===== src/rtl/pc_sequencer.sv =====
// Run-control sequencer for one CGRA column program counter.
// Accepts a kernel start, drives the PC counter controls, arbitrates RC branch
// requests (lowest index wins), honours memory stalls, drains the RC pipeline
// after EXIT and reports completion or abort back to the CGRA controller.
//
// Handshake semantics: start_i is a single-cycle pulse taken only in IDLE;
// exit_i is level-held by the RCs until a cycle with pc_e_o=1 samples it;
// abort_i is taken in any non-IDLE state and overrides exit, branch and stall.
module pc_sequencer #(
    parameter int CNT_N_BITS   = 4,
    parameter int N_RC         = 4,
    parameter int DRAIN_CYCLES = 2,
    parameter int CYC_W        = 32
) (
    input  logic                       clk_i,
    input  logic                       rst_ni,
    input  logic                       start_i,
    input  logic                       abort_i,
    input  logic                       stall_i,
    input  logic [N_RC-1:0]            exit_i,
    input  logic [N_RC-1:0]            br_req_i,
    input  logic [N_RC*CNT_N_BITS-1:0] br_add_i,
    output logic                       pc_restart_o,
    output logic                       pc_e_o,
    output logic                       br_req_o,
    output logic [CNT_N_BITS-1:0]      br_add_o,
    output logic                       rcs_en_o,
    output logic                       busy_o,
    output logic                       done_o,
    output logic                       aborted_o,
    output logic [CYC_W-1:0]           cycles_o
);

    typedef enum logic [1:0] {
        IDLE  = 2'd0,
        RUN   = 2'd1,
        DRAIN = 2'd2,
        DONE  = 2'd3
    } state_e;

    // Last value of the drain counter before moving to DONE.
    localparam logic [3:0] DRAIN_LAST = 4'(DRAIN_CYCLES - 1);

    state_e            state_q, state_d;
    logic [3:0]        drain_cnt_q, drain_cnt_d;
    logic [CYC_W-1:0]  cycles_q, cycles_d;
    logic              aborted_q, aborted_d;

    logic [CNT_N_BITS-1:0] win_add;
    logic                  any_br;
    logic                  run_go;
    logic                  exit_take;
    logic                  abort_take;

    // Priority pick of the branch target: scanning from the top lets the
    // lowest requesting index overwrite everyone above it.
    always_comb begin
        win_add = '0;
        for (int k = N_RC - 1; k >= 0; k--) begin
            if (br_req_i[k]) begin
                win_add = br_add_i[k*CNT_N_BITS +: CNT_N_BITS];
            end
        end
    end

    assign any_br     = |br_req_i;
    assign abort_take = abort_i && (state_q != IDLE);
    // The PC advances only in RUN, without stall, and when no abort is pending.
    assign run_go     = (state_q == RUN) && !stall_i && !abort_i;
    // EXIT is only sampled on cycles where the PC is enabled.
    assign exit_take  = run_go && (|exit_i);

    // State and bookkeeping registers.
    always_ff @(posedge clk_i or negedge rst_ni) begin
        if (!rst_ni) begin
            state_q     <= IDLE;
            drain_cnt_q <= '0;
            cycles_q    <= '0;
            aborted_q   <= 1'b0;
        end else begin
            state_q     <= state_d;
            drain_cnt_q <= drain_cnt_d;
            cycles_q    <= cycles_d;
            aborted_q   <= aborted_d;
        end
    end

    // Next-state, drain counter, run-cycle counter and abort flag.
    always_comb begin
        state_d     = state_q;
        drain_cnt_d = '0;
        cycles_d    = cycles_q;
        aborted_d   = abort_take;
        case (state_q)
            IDLE: begin
                // Start wins over a simultaneous abort, which IDLE ignores.
                if (start_i) begin
                    state_d  = RUN;
                    cycles_d = '0;
                end
            end
            RUN: begin
                // Stall cycles count; the counter sticks at all-ones.
                if (cycles_q != '1) begin
                    cycles_d = cycles_q + CYC_W'(1);
                end
                if (abort_i) begin
                    state_d = IDLE;
                end else if (exit_take) begin
                    state_d = DRAIN;
                end
            end
            DRAIN: begin
                // Fixed-length drain; stall has no effect here.
                drain_cnt_d = drain_cnt_q + 4'd1;
                if (abort_i) begin
                    state_d = IDLE;
                end else if (drain_cnt_q == DRAIN_LAST) begin
                    state_d = DONE;
                end
            end
            DONE: begin
                state_d = IDLE;
            end
            default: begin
                state_d = IDLE;
            end
        endcase
    end

    // Combinational outputs from state and current inputs.
    always_comb begin
        pc_restart_o = 1'b0;
        pc_e_o       = 1'b0;
        br_req_o     = 1'b0;
        br_add_o     = '0;
        rcs_en_o     = 1'b0;
        busy_o       = 1'b0;
        done_o       = 1'b0;
        case (state_q)
            IDLE: begin
                pc_restart_o = 1'b1;
            end
            RUN: begin
                busy_o   = 1'b1;
                pc_e_o   = run_go;
                rcs_en_o = run_go;
                // An EXIT taken this cycle suppresses any branch.
                br_req_o = any_br && run_go && !exit_take;
                br_add_o = win_add;
            end
            DRAIN: begin
                busy_o = 1'b1;
            end
            DONE: begin
                busy_o = 1'b1;
                done_o = !abort_i;
            end
            default: begin
                pc_restart_o = 1'b1;
            end
        endcase
    end

    assign aborted_o = aborted_q;
    assign cycles_o  = cycles_q;

endmodule


===== config.mk =====
export PLATFORM = sky130hd
export DESIGN_NAME = pc_sequencer
export DESIGN_NICKNAME = d
export VERILOG_FILES = /design/src/rtl/pc_sequencer.sv
export SDC_FILE = /design/constraint.sdc
export NUM_CORES = 1
export LEC_CHECK = 0
export BUFFER_PORTS_ARGS = -buffer_cell sky130_fd_sc_hd__buf_2
export CAP_MARGIN = 20
export CORE_ASPECT_RATIO = 0.7
export CORE_MARGIN = 1
export CORE_UTILIZATION = 35
export CTS_BUF_LIST = sky130_fd_sc_hd__clkbuf_4
export DETAILED_ROUTE_END_ITERATION = 12
export PLACE_DENSITY_LB_ADDON = 0.05
export SYNTH_ARGS = -nofsm -noshare
export SYNTH_HDL_FRONTEND = slang
export SYNTH_SLANG_ARGS = --single-unit

===== constraint.sdc =====
create_clock -name clk_i -period 4.2 [get_ports clk_i]
set_input_delay 0.63 -clock clk_i [delete_from_list [all_inputs] [get_ports clk_i]]
set_output_delay 0.63 -clock clk_i [all_outputs]
set_load 0.03 [all_outputs]

==> impl_metrics.py <==
metrics = {
    "place": {
        "gp_congestion": 0.754,
        "dp_hpwl_mm": 4.61,
        "pre_cts_slack_ns": 1.71,
        "port_buffers": 71,
    },
    "global_route": {
        "grtUsageTotal_pct": 19.4,
        "grt_max_degree": 40,
        "antenna_found_initial": 0,
        "grt_pass1_vias": 2084,
        "grt_pass1_wl_mm": 10.8,
        "globalRouteOverflowTotal": 0,
    },
    "worst_setup_path": {
        "start_kind": "register",
        "critical_path.max_fanout": 22,
        "rr_endpoint": "cycles_o[26]$_DFFE_PN0P_",
        "worstPathArrival_ns": 2.26,
        "regToRegStartpoint": "state_q[1]$_DFFE_PN0P_",
        "cp.required_ns": 3.57,
        "critPathKind": "reg2out",
        "ff2ff_path_depth": 5,
        "worst_setup_path_end_kind": "primary output",
        "regToRegSetupSlack_ns": 1.74,
    },
    "clocking": {
        "clk_pin_slew_worst_paths_ns": 0.12,
        "cts_root_buffer": "clkbuf_4",
        "cts.sinks": 39,
        "cts_hold_buf": 0,
        "htreeDepth": 2,
        "cts_tree": "built",
        "cts_buffer_depth": 2,
        "clk_latency_ns": 0.35,
        "cts_buffers": 5,
        "post_cts_buffers": 0,
        "ctsResizeCount": 0,
    },
    "logic_synthesis": {
        "synth_top_area_share_pct": 41.5,
        "synth_area_um2": 2350,
        "syn_nets": 310,
        "ys_ff_latch": 39,
        "synth.distinct_cells": 46,
        "syn-instance-count": 278,
        "synth-async-reset-ratio_pct": 100,
        "yosysTopAreaCell": "dfrtp_1",
        "ys_warn_count": 0,
        "synth_edf_count": 0,
        "ys_seq_area_share_pct": 41.5,
        "synth_top_flop_cell": "dfrtp_1",
        "syn_avg_cell_area_um2": 8.47,
        "yosys-top-cells-area": "dfrtp_1 41%, o21ai_0 6.6%, a21oi_1 4.5%, nand3_1 4.5%, nor2_1 4.1%",
    },
    "timing": {
        "fin_ws_ns": 1.31,
        "min_period_ns": 2.89,
        "fmax_mhz": 347,
        "fin_skew_ns": 0.0166,
        "slew_violations": 0,
        "relSlewSlack_pct": 36.7,
        "rsz0062_at_grt": "false",
        "worst_pin_slew_ns": 0.950,
        "setup_viol": 0,
        "setup-tns-final_ns": 0,
        "finalHoldViolations": 0,
        "finalCritPeriodShare_pct": 68.7,
    },
    "finish": {
        "insertedDiodeCount": 0,
        "drive_above_1_share_pct": 26.6,
        "num-fill-cells": 664,
        "fin_nets": 375,
        "syn2layout_area_growth_pct": 19.9,
    },
    "routing": {
        "post_drt_via_cell_ratio": 5.35,
        "drc": 0,
        "dr.pass1.iters": 4,
        "drt_wl_total_mm": 6.52,
        "first_iter_violations": 133,
        "ant_nets": 0,
        "detail_route.wl_per_cell_um": 15.0,
        "routed-via-count": 2316,
    },
    "power": {
        "irDropWorstVdd_uv": 118,
        "leakagePower_nw": 1.31,
        "p_per_area_nw_per_um2": 311,
    },
    "floorplan": {
        "fp.dieW_um": 100,
        "start_util_pct": 37.0,
        "die-area_um2": 7060,
        "num_rows": 24,
        "io-pin-count": 72,
        "chipHeight_um": 70.6,
        "core_area_um2": 6370,
    },
    "job": {
        "cap_violations": 0,
    },
    "worst_hold_path": {
        "holdCritPathClass": "in2async",
    },
    "outcome": {
        "status": "complete, no violations",
    },
}
-- kinds of logic after synthesis --
family | count (synthesis) | synth area share (%)
mux | 3 | 1.33
buf+inv | 22 | 4.15
compound gates | 83 | 21.1
simple gates | 126 | 29.7
fa+ha+maj | 3 | 1.60
xor+xnor | 2 | 0.744
flops | 39 | 41.5
-- placed cells by master, fill, tap and decap left out, types with 6 or more instances in the layout --
cell type  netlist  final
buf_2            9     71
dfrtp_1         39     39
o21ai_0         31     31
nor2_1          26     26
a21oi_1         21     21
nand3_1         21     21
nand2_1         19     19
nand4_1         14     14
nor3_1           9      9
a31oi_1          8      8
nor2b_1          7      7
inv_1            6      6
and3_1           6      6
clkbuf_4         0      6
-- area by class of cell --
| type | instances | area, um^2 | share of cell area, % |
|---|---|---|---|
| Multi-Input combinational cell | 217 | 1290 | 45.6 |
| Sequential cell | 39 | 976 | 34.6 |
| Clock buffer | 6 | 45.0 | 1.60 |
| Inverter | 6 | 22.5 | 0.798 |
| Tap cell | 91 | 114 | 4.03 |
| Timing Repair Buffer | 74 | 378 | 13.4 |
-- critical path, cell delays in order, from the launching register on --
cell	delay, ns
dfrtp_1	0.47
nand2b_1	0.61
nor3_1	0.43
nand2_1	0.09
nor2_1	0.10
buf_2	0.20
-- flip-flops by register name, indices dropped and copies added (netlist names) --
signal       flops
cycles_o        32
drain_cnt_q      4
state_q          2
aborted_o        1
-- layer usage --
metal | wire length [um] | vias to the layer above | part of all wire (%) | track usage, %
met5 | 0 | - | 0 | 0
met3 | 319 | 2 | 4.9 | 4.05
met4 | 27 | 0 | 0.41 | 4.83
li1 | - | 1167 | - | -
met1 | 3540 | 1076 | 54 | 31.1
met2 | 2630 | 71 | 40 | 26.1
-- through the flow --
stage / hold WS (ns) / cells / area (um^2) / power, mW / util, %
global placement: 0.492 / 427 / 2780 / 0.701 / 43.6
floorplan: 0.334 / 278 / 2350 / 0.618 / -
CTS: 0.407 / 433 / 2820 / 0.892 / 44.3
global route: 0.445 / 433 / 2820 / 0.939 / 44.3
detailed placement: 0.519 / 427 / 2780 / 0.703 / 43.6
finish: 0.384 / 433 / 2820 / 0.878 / 44.3
-- how the worst max path moves through the flow --
stage,from,endpoint,slack (ns),cells after the start
2_1_floorplan,state_q[1]$_DFFE_PN0P_,br_req_o,1.47,5
3_3_place_gp,state_q[1]$_DFFE_PN0P_,br_req_o,1.76,5
3_5_place_dp,state_q[1]$_DFFE_PN0P_,br_req_o,1.71,5
4_1_cts,state_q[1]$_DFFE_PN0P_,br_req_o,1.29,5
5_1_grt,state_q[1]$_DFFE_PN0P_,br_req_o,1.08,5
6_report,state_q[1]$_DFFE_PN0P_,br_req_o,1.31,5
-- cell usage after synthesis, types with 5 or more instances --
cell type / number
inv_1: 6
nor2_1: 26
nand2_1: 19
a21oi_1: 21
dfrtp_1: 39
o21ai_0: 31
nor2b_1: 7
clkbuf_1: 5
nand4_1: 14
buf_2: 9
a31oi_1: 8
nor3_1: 9
nand3_1: 21
and3_1: 6
-- report_power, final --
| part | internal, mW | leakage [nW] | switching (mW) |
|---|---|---|---|
| registers | 0.399 | 0.538 | 0.0435 |
| clock network | 0.0662 | 0.0276 | 0.118 |
| logic | 0.0776 | 0.747 | 0.173 |
Note: power is estimated with default switching activity, not from simulation.
